**config.mk**
```make
export PLATFORM = sky130hd
export DESIGN_NAME = tlul_dev_adapter
export DESIGN_NICKNAME = d
export VERILOG_FILES = /design/src/rtl/tlul_dev_adapter.sv
export SDC_FILE = /design/constraint.sdc
export NUM_CORES = 1
export LEC_CHECK = 0
export ABC_AREA = 1
export CAP_MARGIN = 20
export CORE_ASPECT_RATIO = 0.8
export CORE_MARGIN = 2
export CORE_UTILIZATION = 43
export DETAILED_ROUTE_END_ITERATION = 10
export PLACE_DENSITY = 0.87
export SYNTH_ARGS = -nofsm -noshare
export SYNTH_HDL_FRONTEND = slang
export SYNTH_SLANG_ARGS = --single-unit
```
**constraint.sdc**
```tcl
create_clock -name clk_i -period 5.5 [get_ports clk_i]
set_clock_uncertainty 0.1 [all_clocks]
set_input_delay 0.825 -clock clk_i [delete_from_list [all_inputs] [get_ports clk_i]]
set_output_delay 0.825 -clock clk_i [all_outputs]
set_load 0.05 [all_outputs]
```
**src/rtl/tlul_dev_adapter.sv**
```systemverilog
// TL-UL device-side adapter: terminates the A/D channel pair onto an in-order
// req/gnt/rvalid memory port, with request legality checks and bounded outstanding.

module tlul_dev_fifo #(
  parameter int unsigned Width = 1,
  parameter int unsigned Depth = 2,
  parameter int unsigned CntW  = $clog2(Depth + 1)
) (
  input  logic             clk_i,
  input  logic             rst_ni,
  input  logic             push,
  input  logic [Width-1:0] wdata,
  input  logic             pop,
  output logic [Width-1:0] rdata,
  output logic [CntW-1:0]  cnt
);

  localparam int unsigned     PtrW    = (Depth > 1) ? $clog2(Depth) : 1;
  localparam logic [PtrW-1:0] LastPtr = PtrW'(Depth - 1);

  logic [Width-1:0] mem [Depth];
  logic [PtrW-1:0]  wr_ptr;
  logic [PtrW-1:0]  rd_ptr;

  // Explicit wrap so non-power-of-two depths never index past the array.
  function automatic logic [PtrW-1:0] ptr_inc(input logic [PtrW-1:0] p);
    return (p == LastPtr) ? '0 : p + 1'b1;
  endfunction

  always_ff @(posedge clk_i or negedge rst_ni) begin
    if (!rst_ni) begin
      wr_ptr <= '0;
      rd_ptr <= '0;
      cnt    <= '0;
    end else begin
      if (push) wr_ptr <= ptr_inc(wr_ptr);
      if (pop)  rd_ptr <= ptr_inc(rd_ptr);
      if (push && !pop) begin
        cnt <= cnt + 1'b1;
      end else if (pop && !push) begin
        cnt <= cnt - 1'b1;
      end
    end
  end

  always_ff @(posedge clk_i) begin
    if (push) mem[wr_ptr] <= wdata;
  end

  assign rdata = mem[rd_ptr];

endmodule

module tlul_dev_adapter #(
  parameter int unsigned Outstanding = 2,
  parameter bit          ErrOnWrite  = 1'b0
) (
  input  logic        clk_i,
  input  logic        rst_ni,
  input  logic        a_valid_i,
  output logic        a_ready_o,
  input  logic [2:0]  a_opcode_i,
  input  logic [1:0]  a_size_i,
  input  logic [7:0]  a_source_i,
  input  logic [31:0] a_address_i,
  input  logic [3:0]  a_mask_i,
  input  logic [31:0] a_data_i,
  output logic        d_valid_o,
  input  logic        d_ready_i,
  output logic [2:0]  d_opcode_o,
  output logic [1:0]  d_size_o,
  output logic [7:0]  d_source_o,
  output logic [31:0] d_data_o,
  output logic        d_error_o,
  output logic        req_o,
  input  logic        gnt_i,
  output logic        we_o,
  output logic [29:0] addr_o,
  output logic [31:0] wdata_o,
  output logic [31:0] wmask_o,
  input  logic        rvalid_i,
  input  logic [31:0] rdata_i,
  input  logic        rerror_i
);

  typedef enum logic [2:0] {
    PutFullData    = 3'd0,
    PutPartialData = 3'd1,
    Get            = 3'd4
  } a_op_e;

  typedef enum logic [2:0] {
    AccessAck     = 3'd0,
    AccessAckData = 3'd1
  } d_op_e;

  typedef struct packed {
    logic       get;
    logic [1:0] size;
    logic [7:0] source;
    logic       err;
  } info_t;

  typedef struct packed {
    logic [31:0] rdata;
    logic        rerror;
  } rsp_t;

  localparam int unsigned     CntW   = $clog2(Outstanding + 1);
  localparam logic [CntW-1:0] MaxCnt = CntW'(Outstanding);

  logic [3:0]      lanes;
  logic            misaligned;
  logic            is_put;
  logic            op_legal;
  logic            mask_err;
  logic            err;
  logic            space;
  logic            accept;
  logic            d_fire;
  logic            rsp_pop;
  info_t           info_in;
  info_t           info_head;
  rsp_t            rsp_in;
  rsp_t            rsp_head;
  logic [CntW-1:0] info_cnt;
  logic [CntW-1:0] rsp_cnt;

  always_comb begin
    lanes      = 4'b1111;
    misaligned = 1'b0;
    case (a_size_i)
      2'd0: lanes = 4'b0001 << a_address_i[1:0];
      2'd1: begin
        lanes      = a_address_i[1] ? 4'b1100 : 4'b0011;
        misaligned = a_address_i[0];
      end
      2'd2: misaligned = |a_address_i[1:0];
      default: ;
    endcase
    is_put   = (a_opcode_i == PutFullData) || (a_opcode_i == PutPartialData);
    op_legal = is_put || (a_opcode_i == Get);
    mask_err = (|(a_mask_i & ~lanes)) ||
               ((a_opcode_i == PutFullData) && (a_mask_i != lanes));
    err      = !op_legal || (a_size_i == 2'd3) || misaligned || mask_err ||
               (is_put && ErrOnWrite);
  end

  // Outstanding count equals info FIFO occupancy: push on accept, pop on D handshake.
  assign space     = (info_cnt < MaxCnt);
  assign req_o     = a_valid_i & space & ~err;
  assign a_ready_o = space & (err | gnt_i);
  assign accept    = a_valid_i & a_ready_o;

  assign we_o    = is_put;
  assign addr_o  = a_address_i[31:2];
  assign wdata_o = a_data_i;

  always_comb begin
    wmask_o = '0;
    for (int unsigned i = 0; i < 4; i++) begin
      wmask_o[8*i +: 8] = {8{a_mask_i[i]}};
    end
  end

  assign info_in.get    = (a_opcode_i == Get);
  assign info_in.size   = a_size_i;
  assign info_in.source = a_source_i;
  assign info_in.err    = err;

  assign rsp_in.rdata  = rdata_i;
  assign rsp_in.rerror = rerror_i;

  tlul_dev_fifo #(
    .Width ($bits(info_t)),
    .Depth (Outstanding),
    .CntW  (CntW)
  ) u_info_fifo (
    .clk_i  (clk_i),
    .rst_ni (rst_ni),
    .push   (accept),
    .wdata  (info_in),
    .pop    (d_fire),
    .rdata  (info_head),
    .cnt    (info_cnt)
  );

  tlul_dev_fifo #(
    .Width ($bits(rsp_t)),
    .Depth (Outstanding),
    .CntW  (CntW)
  ) u_rsp_fifo (
    .clk_i  (clk_i),
    .rst_ni (rst_ni),
    .push   (rvalid_i),
    .wdata  (rsp_in),
    .pop    (rsp_pop),
    .rdata  (rsp_head),
    .cnt    (rsp_cnt)
  );

  // Errored heads own no memory response, so they retire without touching rsp.
  assign d_valid_o = (info_cnt != '0) && (info_head.err || (rsp_cnt != '0));
  assign d_fire    = d_valid_o & d_ready_i;
  assign rsp_pop   = d_fire & ~info_head.err;

  assign d_opcode_o = info_head.get ? AccessAckData : AccessAck;
  assign d_size_o   = info_head.size;
  assign d_source_o = info_head.source;
  assign d_data_o   = (info_head.get && !info_head.err) ? rsp_head.rdata : '0;
  assign d_error_o  = info_head.err || rsp_head.rerror;

endmodule

```
# Yosys cells after proc, flatten, opt, wreduce, memory -nomap -nowiden
# Memory sizes are Yosys's and may differ from the RTL's.
# Index checks and enable logic that the tools add are counted.
[op_classes] n_addsub=8 order_cmp=1 eq_ne=6 shift=1 n_mux=17 bitwise_logic=11 reduce_logical=29
[op_table] operator="$mux W32" n=1
[op_table] operator="$mux W1" n=9
[op_table] operator="$logic_or A1 B1 Y1" n=8
[op_table] operator="$mux W2" n=4
[op_table] operator="$pmux W4 S2" n=1
[op_table] operator="$reduce_bool A2 Y1" n=4
[op_table] operator="$logic_and A1 B1 Y1" n=7
[op_table] operator="$and A1 B1 Y1" n=6
[op_table] operator="$logic_not A1 Y1" n=6
[op_table] operator="$add A1 B1 Y1 const B" n=4
[op_table] operator="$add A2 B1 Y2 const B" n=2
[op_table] operator="$and A4 B4 Y4" n=1
[op_table] operator="$eq A2 B2 Y1 const B" n=2
[op_table] operator="$mux W4" n=1
[op_table] operator="$ne A4 B4 Y1" n=1
[op_table] operator="$not A4 Y4" n=1
[op_table] operator="$reduce_or A4 Y1" n=1
[op_table] operator="$shl A1 B2 Y4 const A" n=1
[op_table] operator="$sub A2 B1 Y2 const B" n=2
[op_table] operator="$eq A3 B1 Y1 const B" n=1
[op_table] operator="$eq A3 B3 Y1 const B" n=1
[op_table] operator="$logic_not A3 Y1" n=1
[op_table] operator="$eq A2 B1 Y1 const B" n=1
[op_table] operator="$logic_not A2 Y1" n=1
[op_table] operator="other kinds (5)" n=6
[word_totals] ff_bits=8 mem_bits_rw=90 input_bits=120 out_inout_bits=144 elab_cells=81 memories=2
[memory_table] name="u_rsp_fifo.mem" words=2 word_bits=33 read_ports=1 rd_ports_with_merged_regs=0 write_ports=1 line="21" source="logic [Width-1:0] mem [Depth];"
[memory_table] name="u_info_fifo.mem" words=2 word_bits=12 read_ports=1 rd_ports_with_merged_regs=0 write_ports=1 line="21"

# Depth between registers and ports, before layout
# Gate-level depths: netlist of the first run.
[depth] word_depth=14 depth_mapped=18 depth_no_buf=18

# Cells and area by module
# A second synthesis of the first run with hierarchy kept.
[unflattened] hier_cells=418 area_unflattened_um2=5203.7
[modules_own_cells] mod="tlul_dev_fifo (u_rsp_fifo)" n_inst=1 cells_per_inst=126 area_per_inst_um2=2732.6 seq_area_each_um2=2082.0
[modules_own_cells] mod="tlul_dev_adapter" n_inst=1 cells_per_inst=232 area_per_inst_um2=1371.3 seq_area_each_um2=0.0
[modules_own_cells] mod="tlul_dev_fifo (u_info_fifo)" n_inst=1 cells_per_inst=60 area_per_inst_um2=1099.8 seq_area_each_um2=820.8

# Least setup slack after synthesis of the first run
# No wires, ideal clock.
[synth_timing] kind="input-to-output" startpoint="in a_size_i[1]" endpoint="out a_ready_o" arrival_ps=2774 t_required_ps=4575 path_slack_ps=1801 stages=14 n_path_buf=0 path_cell_list="inv_1 > ha_1 > inv_1 > nand2_1 > a32o_1 > inv_1 > ha_1 > nand2_1 > inv_1 > nand2_1 > nand2_1 > nand3_1 > inv_1 > a21oi_1"
[synth_via] elab_chain_len=9 word_cells_on_any_way=17 cone_classes="4 x eq/ne; 2 x mux; 4 x bitwise; 7 x reduce/logical"
[synth_rtl] item="start: declaration" line="63" source="input logic [1:0] a_size_i,"
[synth_rtl] item="$eq A2 B1 Y1 / $logic_not A2 Y1 (equally long branches)" line="132" source="case (a_size_i)"
[synth_rtl] item="$pmux W4 S2" line="132"
[synth_rtl] item="$not A4 Y4" line="143" source="mask_err = (|(a_mask_i & ~lanes)) ||"
[synth_rtl] item="$and A4 B4 Y4" line="143"
[synth_rtl] item="$reduce_or A4 Y1" line="143"
[synth_rtl] item="$logic_or A1 B1 Y1" line="143"
[synth_rtl] item="$logic_or A1 B1 Y1 *" line="145" source="err = !op_legal || (a_size_i == 2'd3) || misaligned || mask_err ||"
[synth_rtl] item="via err" line="117" source="logic err;"
[synth_rtl] item="$or A1 B1 Y1 *" line="152" source="assign a_ready_o = space & (err | gnt_i);"
[synth_rtl] item="$and A1 B1 Y1 *" line="152"
[synth_rtl] item="end: declaration" line="61" source="output logic a_ready_o,"
# The timed path passes the listed nets; every way through them passes the cells marked *.

# Worst setup path after layout of the first run
# Ends and elaborated chain as after synthesis.

==> results.sh, run 1 <==
export IMPL_status="finished clean"
export IMPL_overflow=0
export IMPL_synth_area_leader_cell="edfxtp_1"
export IMPL_antenna_found_initial=0
export IMPL_cts_tree="built"
export IMPL_synthAdderAreaFrac_pct=2.800
export IMPL_crit_path_start="a_size_i[1]"
export IMPL_cp_arrival_ns=3.76
export IMPL_r2r_end="u_rsp_fifo.cnt[1]$_DFFE_PN0P_"
export IMPL_io_pins=264
export IMPL_root_buffer="clkbuf_16"
export IMPL_yosys_area_top_type_share_pct=54.98
export IMPL_yosysWarningCount=0
export IMPL_async_flop_share_pct=8.163
export IMPL_netlist_area_mm2=0.004916
export IMPL_relSlewSlack_pct=35.30
export IMPL_cts_buffers=9
export IMPL_drcViolationCount=0
export IMPL_synth_seq_cells=98
export IMPL_pre_cts_ws_ns=0.8249
export IMPL_rr_worst_depth=6
export IMPL_gp_congestion=0.7483
export IMPL_min_period_ns=4.687
export IMPL_hold_violations=0
export IMPL_drv_cap=0
export IMPL_combPwrFrac_pct=43.9
export IMPL_synth_edff_count=90
export IMPL_synthTopCellsByArea="edfxtp_1 (55%), buf_4 (15%), nand2_1 (9.0%)"
export IMPL_postCtsSetupRepairBufs=0
export IMPL_synth_compound_area_share_pct=7.279
export IMPL_startpoint_type="input port"
export IMPL_setup_viol_count_final=0
export IMPL_wl_per_cell_um=16.43
export IMPL_drt_total_wl_mm=10.35
export IMPL_die_y_um=99.64
export IMPL_grt_pass1_vias=3072
export IMPL_power_internal_mw=1.744
export IMPL_rows=34
export IMPL_netlist_instances=436
export IMPL_tightest_slew_ns=0.9682
export IMPL_synth_xor_area_share_pct=1.247
export IMPL_drt_iter0_markers=146
export IMPL_cts_hold_buffers=0
export IMPL_avgSynthCellArea_um2=11.28
export IMPL_grt_usage_pct=16.35
export IMPL_endpoint="a_ready_o"
export IMPL_path_max_fanout=5
export IMPL_powerDensity_mw_per_mm2=493.1
export IMPL_clockPowerShare_pct=20.5
export IMPL_portBuffers=137
export IMPL_path_clk_slew_ns=0.06
export IMPL_syn2layout_area_growth_pct=22.68
export IMPL_p_leak_nw=2.294
export IMPL_num_vias=3006
export IMPL_timing_rr_start="u_info_fifo.rd_ptr$_DFFE_PN0P_"
export IMPL_endpoint_kind="output pin"
export IMPL_htreeDepth=3
export IMPL_synth_top_family_by_area="buffers and inverters"
export IMPL_grt_max_degree=35
export IMPL_die_x_um=123.5
export IMPL_cts_buffer_depth=2
export IMPL_hpwl_mm=7.551
export IMPL_slew_viol_final=0
export IMPL_ant_nets=0
export IMPL_min_path_cells=1
export IMPL_cts_sinks=98
export IMPL_finalPower_mw=2.974
export IMPL_grt_pass1_wl_mm=15.30
export IMPL_synthMuxAreaShare_pct=0
export IMPL_placed_area_mm2=0.005700
export IMPL_initial_core_util_pct=44.62
export IMPL_seq_area_frac_synth_pct=59.05
export IMPL_path_class="input port to output pin"
export IMPL_layout_setup_ws_ns=0.8134
export IMPL_power_switching_mw=1.230
export IMPL_placeableCoreArea_mm2=0.01102
export IMPL_drive_gt1_share_pct=11.11
export IMPL_synthSimpleGateAreaFrac_pct=11.12
export IMPL_hold_start="u_info_fifo.cnt[0]$_DFFE_PN0P_"
export IMPL_hold_slack_ns=0.3812
export IMPL_via_per_inst=4.771
export IMPL_p_sw_share_pct=41.36
export IMPL_clock_fmax_ghz=0.2134
export IMPL_cp_required_ns=4.58
export IMPL_ys_types=26
export IMPL_diodes=0
export IMPL_die_area_mm2=0.01231
export IMPL_fin_tns_setup_ns=0
export IMPL_final_area_mm2=0.006031
export IMPL_clk_latency_ns=0.33
export IMPL_ir_worst_vdd_v=0.0003493
export IMPL_rsz0062_at_grt="no"
export IMPL_fin_crit_sh_pct=85.21
export IMPL_dr_pass1_iters=4
export IMPL_hold_class="flop to flop"
export IMPL_synth_main_ff_cell="edfxtp_1"
export IMPL_nNetsFinal=612
export IMPL_p_seq_share_pct=35.6
export IMPL_ctsResizeCount=0
export IMPL_regToRegSetupSlack_ns=3.31
## cell usage after synthesis (2+ instances only)
library cell / count
nand2_1: 118
buf_4: 96
edfxtp_1: 90
a21oi_2: 30
inv_1: 29
ha_1: 11
nor2_1: 11
dfrtp_1: 8
a21oi_1: 5
clkbuf_1: 5
nand3_1: 5
xor2_1: 5
buf_2: 4
buf_6: 3
a32o_1: 2
nand3_2: 2
o21ai_0: 2
xnor2_1: 2
## worst max-delay path, stage by stage
cell and delay (ns):
clkdlybuf4s50_1 0.56, inv_1 0.11, ha_1 0.24, inv_1 0.06, nand2_1 0.09, a32o_1 0.22, inv_1 0.05, ha_1 0.21
nand2_1 0.06, inv_1 0.03, nand2_1 0.05, nand2_1 0.06, nand3_1 0.15, inv_1 0.06, a21oi_1 0.13, clkdlybuf4s50_1 0.83
## worst min path at each step
stage	end	slack, ns
global route	u_info_fifo.cnt[0]$_DFFE_PN0P_	0.40
detailed placement	u_info_fifo.cnt[0]$_DFFE_PN0P_	0.37
global placement	u_info_fifo.wr_ptr$_DFFE_PN0P_	0.36
CTS	u_info_fifo.cnt[0]$_DFFE_PN0P_	0.38
floorplan	u_info_fifo.wr_ptr$_DFFE_PN0P_	0.34
finish	u_info_fifo.cnt[0]$_DFFE_PN0P_	0.38
## cells in the final DEF (no fill, tap or decap), drive strengths merged, types with 7 or more instances in the layout
cell type	instances
clkdlybuf4s50	137
nand2	119
edfxtp	90
a21oi	35
inv	30
ha	11
nor2	11
clkbuf	11
dfrtp	8
nand3	7
## cell families after synthesis
logic type	Yosys count
flops	98
xor+xnor	7
buf+inv	138
other cells	1
simple gates	138
fa+ha+maj	11
compound gates	43
## per-stage QoR
step	instances	util [%]
after floorplan	437	-
after global placement	612	51.74
after detailed placement	612	51.74
after CTS	628	54.42
after global routing	630	54.74
final	630	54.74
## sequential cells by signal, indices dropped and copies added, names as in the netlist
| name | cells |
|---|---|
| u_info_fifo.cnt | 2 |
| u_rsp_fifo.wr_ptr | 1 |
| u_info_fifo.rd_ptr | 1 |
| u_rsp_fifo.cnt | 2 |
| u_rsp_fifo.mem | 66 |
| u_info_fifo.mem | 24 |
| u_rsp_fifo.rd_ptr | 1 |
| u_info_fifo.wr_ptr | 1 |
## layout make-up
| class | instances | area (µm²) |
|---|---|---|
| Sequential cell | 98 | 2903 |
| Tap cell | 144 | 180.2 |
| Multi-Input combinational cell | 201 | 1119 |
| Inverter | 30 | 112.6 |
| Timing Repair Buffer | 141 | 1421 |
| Clock buffer | 11 | 232.7 |
| Clock inverter | 5 | 62.56 |
| Fill cell | 894 | 4987 |
## power groups by stage
stage / clock, mW / sequential [mW] / combinational (mW)
4_1_cts: 0.624 / 1.06 / 1.30
2_1_floorplan: 0 / 1.05 / 1.05
5_1_grt: 0.650 / 1.07 / 1.40
3_3_place_gp: 0 / 1.07 / 1.27
3_5_place_dp: 0 / 1.07 / 1.30
6_report: 0.610 / 1.06 / 1.31
## metal layers
layer	global-route usage, %	up-vias	share of wire (%)
met5	0	-	0
met4	8.042	0	3.7
met3	3.899	42	6.8
met2	30.22	148	54
met1	17.22	1387	36
li1	-	1429	-
Note: power is estimated with default switching activity, not from simulation.
==> run 2: changes to the inputs <==
MAX_ROUTING_LAYER = met4   (was unset)
REMOVE_ABC_BUFFERS = 1   (was unset)
==> run 2 against run 1 <==
Against the previous run: critical path depth unchanged; register-to-register slack improved by 0.02 ns; largest cell class unchanged; critical endpoint unchanged; first-iteration DRC count increased by 25%; power down 0.63%.
==> results.sh, run 2 (synthesis gave the netlist of run 1 again) <==
export IMPL_cts_buffers=9
export IMPL_min_period_ns=4.762
export IMPL_die_area_mm2=0.01231
export IMPL_placeableCoreArea_mm2=0.01102
export IMPL_diodes=0
export IMPL_relSlewSlack_pct=35.67
export IMPL_rr_worst_depth=6
export IMPL_ir_worst_vdd_v=0.0003194
export IMPL_drive_gt1_share_pct=11.52
export IMPL_antenna_found_initial=0
export IMPL_root_buffer="clkbuf_16"
export IMPL_p_leak_nw=2.291
export IMPL_gp_congestion=0.8386
export IMPL_cp_arrival_ns=3.84
export IMPL_seqCellArea_mm2=0.002903
export IMPL_io_pins=264
export IMPL_die_y_um=99.64
export IMPL_finalPower_mw=2.955
export IMPL_rows=34
export IMPL_path_class="input port to output pin"
export IMPL_drcViolationCount=0
export IMPL_hold_violations=0
export IMPL_tightest_slew_ns=0.9626
export IMPL_startpoint_type="input port"
export IMPL_placed_area_mm2=0.005700
export IMPL_initial_core_util_pct=44.62
export IMPL_powerDensity_mw_per_mm2=491.4
export IMPL_postCtsSetupRepairBufs=0
export IMPL_dr_pass1_iters=4
export IMPL_top_register="u_rsp_fifo.mem"
export IMPL_path_max_fanout=5
export IMPL_endpoint_kind="output pin"
export IMPL_via_per_inst=5.022
export IMPL_wl_per_cell_um=20.52
export IMPL_path_clk_slew_ns=0.06
export IMPL_grt_max_degree=35
export IMPL_cp_required_ns=4.58
export IMPL_cts_tree="built"
export IMPL_post_route_util_pct=54.58
export IMPL_final_area_mm2=0.006013
export IMPL_drt_iter0_markers=183
export IMPL_die_x_um=123.5
export IMPL_rsz0062_at_grt="no"
export IMPL_mostFrequentLayoutCell="clkdlybuf4s50_1"
export IMPL_fin_tns_setup_ns=0
export IMPL_syn2layout_area_growth_pct=22.32
export IMPL_fin_crit_sh_pct=86.58
export IMPL_multiInputGateArea_mm2=0.001119
export IMPL_num_vias=3164
export IMPL_ant_nets=0
export IMPL_cts_buffer_depth=2
export IMPL_portBuffers=137
export IMPL_cts_hold_buffers=0
export IMPL_nNetsFinal=612
export IMPL_final_cell_mix="clkdlybuf4s50_1 (137), nand2_1 (118), edfxtp_1 (90)"
export IMPL_grt_pass1_vias=3177
export IMPL_grt_usage_pct=21.78
export IMPL_min_path_cells=2
export IMPL_n_fill_cell=894
export IMPL_slew_viol_final=0
export IMPL_hpwl_mm=9.586
export IMPL_clock_fmax_ghz=0.2100
export IMPL_cts_sinks=98
export IMPL_htreeDepth=3
export IMPL_drt_total_wl_mm=12.93
export IMPL_largestRegisters="u_rsp_fifo.mem: 66 flops, u_info_fifo.mem: 24 flops"
export IMPL_drv_cap=0
export IMPL_status="finished clean"
export IMPL_clk_latency_ns=0.33
export IMPL_hold_class="flop to flop"
export IMPL_setup_viol_count_final=0
export IMPL_largest_register_ffs=66
export IMPL_grt_pass1_wl_mm=18.70
export IMPL_ctsResizeCount=0
export IMPL_overflow=0
## run 2: cell types whose count changed in the layout (fill, tap and decap cells not counted)
cell	previous run	this run
buf_16	1	0
clkinv_4	1	0
inv_6	1	2
inv_8	0	2
clkbuf_1	2	0
buf_12	0	1
bufinv_16	1	0
clkinv_2	0	1
## run 2: layer usage
layer / vias up / part of all wire (%) / GRT usage, %
met2: 238 / 41 / 29.84
met4: 0 / 0.98 / 3.934
met1: 1483 / 38 / 23.70
li1: 1427 / - / -
met3: 16 / 20 / 19.61
met5: - / 0 / -
## run 2: critical path: stages
cell and delay, ns:
clkdlybuf4s50_1 0.55, inv_1 0.11, ha_1 0.23, inv_1 0.06, nand2_1 0.09, a32o_1 0.22
inv_1 0.06, ha_1 0.22, nand2_1 0.07, inv_1 0.03, nand2_1 0.04, nand2_1 0.06
nand3_1 0.17, inv_1 0.06, a21oi_1 0.18, clkdlybuf4s50_1 0.84
## run 2: worst paths after layout
kind                                                start                             end  slack (ns)
min in group asynchronous                          rst_ni  u_info_fifo.cnt[0]$_DFFE_PN0P_        0.67
max in group asynchronous                          rst_ni   u_rsp_fifo.rd_ptr$_DFFE_PN0P_        4.36
setup / recovery                              a_size_i[1]                       a_ready_o        0.74
hold / removal             u_info_fifo.wr_ptr$_DFFE_PN0P_  u_info_fifo.wr_ptr$_DFFE_PN0P_        0.39
setup reg to reg           u_info_fifo.rd_ptr$_DFFE_PN0P_   u_rsp_fifo.cnt[1]$_DFFE_PN0P_        3.33
hold reg to reg            u_info_fifo.wr_ptr$_DFFE_PN0P_  u_info_fifo.wr_ptr$_DFFE_PN0P_        0.39
## run 2: final cells by class
type,instances,share of cell area (%)
Tap cell,144,2.996
Multi-Input combinational cell,201,18.60
Clock buffer,9,3.745
Clock inverter,7,0.9988
Sequential cell,98,48.27
Inverter,30,1.873
Timing Repair Buffer,141,23.51
## run 2: through the flow
step	instances	setup slack (ns)	hold slack, ns
after floorplan	329	1.801	0.3419
after detailed placement	612	0.7307	0.3726
after global routing	630	0.4952	0.4224
after global placement	612	0.8483	0.3540
final	630	0.7383	0.3886
after CTS	628	0.7128	0.3889
## run 2: where the power goes
group / total, mW / internal, mW / switching, mW
clock: 0.592 / 0.315 / 0.277
combinational: 1.30 / 0.390 / 0.913
sequential: 1.06 / 0.994 / 0.0656
==> run 3: changes to the inputs <==
CAP_MARGIN = unset   (was 20)
==> run 3 against run 2 <==
Against the previous run: via count fell by 0.92%; die area unchanged; count of clock-buffer cells in the layout is the same; critical path depth did not move.
==> results.sh, run 3 (synthesis gave the netlist of run 1 again) <==
export IMPL_placeableCoreArea_mm2=0.01102
export IMPL_clock_fmax_ghz=0.2098
export IMPL_endpoint_kind="output pin"
export IMPL_die_x_um=123.5
export IMPL_n_fill_cell=898
export IMPL_initial_core_util_pct=44.62
export IMPL_dpl_cell_count=612
export IMPL_drive_gt1_share_pct=11.16
export IMPL_drt_iter0_markers=166
export IMPL_drv_cap=0
export IMPL_clockPowerShare_pct=20.2
export IMPL_die_y_um=99.64
export IMPL_path_max_fanout=5
export IMPL_num_vias=3135
export IMPL_status="finished clean"
export IMPL_hold_slack_ns=0.3888
export IMPL_seqCellArea_mm2=0.002903
export IMPL_layoutNonFillerInstCount=628
export IMPL_ir_worst_vdd_v=0.0003209
export IMPL_min_period_ns=4.766
export IMPL_overflow=0
export IMPL_mostFrequentLayoutCell="clkdlybuf4s50_1"
export IMPL_final_cell_mix="clkdlybuf4s50_1 (137), nand2_1 (118), edfxtp_1 (90)"
export IMPL_cts_hold_buffers=0
export IMPL_antenna_found_initial=0
export IMPL_p_leak_nw=2.276
export IMPL_cts_buffers=9
export IMPL_power_internal_mw=1.686
export IMPL_hold_end="u_info_fifo.wr_ptr$_DFFE_PN0P_"
export IMPL_root_buffer="clkbuf_16"
export IMPL_ctsResizeCount=0
export IMPL_power_switching_mw=1.256
export IMPL_dr_pass1_iters=4
export IMPL_hpwl_mm=9.586
export IMPL_path_class="input port to output pin"
export IMPL_slew_viol_final=0
export IMPL_io_pins=264
export IMPL_htreeDepth=3
export IMPL_grt_pass1_wl_mm=18.70
export IMPL_fin_crit_sh_pct=86.65
export IMPL_nNetsFinal=610
export IMPL_largest_register_ffs=66
export IMPL_die_area_mm2=0.01231
export IMPL_grt_usage_pct=21.78
export IMPL_clk_latency_ns=0.33
export IMPL_cp_slowest_cell="clkdlybuf4s50_1"
export IMPL_via_per_inst=4.992
export IMPL_rr_worst_depth=6
export IMPL_cts_buffer_depth=2
export IMPL_fin_tns_setup_ns=0
export IMPL_ant_nets=0
export IMPL_cts_sinks=98
export IMPL_cts_tree="built"
export IMPL_cp_arrival_ns=3.84
export IMPL_slowest_delay_ns=0.84
export IMPL_drt_total_wl_mm=12.90
export IMPL_largestRegisters="u_rsp_fifo.mem: 66 flops, u_info_fifo.mem: 24 flops"
export IMPL_cp_required_ns=4.58
export IMPL_path_clk_slew_ns=0.06
export IMPL_path_cells="clkdlybuf4s50_1 > inv_1 > ha_1 > inv_1 > nand2_1 > a32o_1 > inv_1 > ha_1 > nand2_1 > inv_1 > nand2_1 > nand2_1 > nand3_1 > inv_1 > a21oi_1 > clkdlybuf4s50_1"
export IMPL_r2r_end="u_rsp_fifo.cnt[1]$_DFFE_PN0P_"
export IMPL_drcViolationCount=0
export IMPL_rows=34
export IMPL_hold_violations=0
export IMPL_diodes=0
export IMPL_tightest_slew_ns=1.081
export IMPL_top_register="u_rsp_fifo.mem"
export IMPL_regToRegSetupSlack_ns=3.31
export IMPL_hold_class="flop to flop"
export IMPL_finalPower_mw=2.942
export IMPL_gp_congestion=0.8386
export IMPL_combPwrFrac_pct=43.8
export IMPL_min_path_cells=2
export IMPL_setup_viol_count_final=0
export IMPL_grt_pass1_vias=3177
export IMPL_multiInputGateArea_mm2=0.001119
export IMPL_hold_start="u_info_fifo.wr_ptr$_DFFE_PN0P_"
export IMPL_crit_top_cell="inv_1"
export IMPL_timing_rr_start="u_info_fifo.rd_ptr$_DFFE_PN0P_"
export IMPL_powerDensity_mw_per_mm2=491.5
export IMPL_portBuffers=137
export IMPL_p_sw_share_pct=42.69
export IMPL_p_seq_share_pct=36.0
export IMPL_wl_per_cell_um=20.54
export IMPL_relSlewSlack_pct=27.67
export IMPL_postCtsSetupRepairBufs=0
export IMPL_rsz0062_at_grt="no"
export IMPL_grt_max_degree=35
export IMPL_startpoint_type="input port"
export IMPL_syn2layout_area_growth_pct=21.76
run 3: cell types whose count changed in the layout (fill, tap and decap cells not counted):
cell,before,now
buf_4,3,2
buf_12,1,0
run 3: layout make-up:
type                    instances  area share (%)
clock buffers                   9           3.763
clock inverters                 7           1.003
inverters                      30           1.881
multi-input cells             201           18.69
flip-flops and latches         98           48.49
well taps                     144           3.010
repair buffers                139           23.16
run 3: stage by stage:
stage / setup slack [ns] / util (%) / area, µm²
global placement: 0.8483 / 51.74 / 5700
global route: 0.4952 / 54.33 / 5986
floorplan: 1.801 / - / 4126
CTS: 0.7128 / 54.33 / 5986
finish: 0.7344 / 54.33 / 5986
detailed placement: 0.7307 / 51.74 / 5700
run 3: power groups by stage:
stage / Sequential (mW) / Combinational, mW / Clock (mW)
final: 1.06 / 1.29 / 0.595
after global routing: 1.08 / 1.38 / 0.635
after CTS: 1.06 / 1.30 / 0.608
after detailed placement: 1.08 / 1.29 / 0
after global placement: 1.07 / 1.27 / 0
after floorplan: 1.08 / 0.799 / 0
run 3: worst max-delay path by stage:
stage / cells after the start / endpoint / startpoint / slack [ns]
after global routing: 16 / a_ready_o / a_size_i[1] / 0.50
final: 16 / a_ready_o / a_size_i[1] / 0.73
after CTS: 16 / a_ready_o / a_size_i[1] / 0.71
after global placement: 16 / a_ready_o / a_size_i[1] / 0.85
after detailed placement: 16 / a_ready_o / a_size_i[1] / 0.73
after floorplan: 14 / a_ready_o / a_size_i[1] / 1.80
run 3: worst max-delay path, delay by kind of cell:
kind / cells / cell delay [ns]
AND/OR/NAND/NOR: 5 / 0.43
AO/OA/AOI/OAI: 2 / 0.40
adder cells (fa/ha/maj): 2 / 0.45
buffers and inverters: 7 / 1.71
run 3: metal layers:
| metal | vias up | track usage, % | wire [µm] |
|---|---|---|---|
| li1 | 1425 | - | - |
| met1 | 1464 | 23.70 | 5037 |
| met2 | 228 | 29.84 | 5275 |
| met3 | 18 | 19.61 | 2448 |
| met4 | 0 | 3.934 | 140 |
| met5 | - | - | 0 |
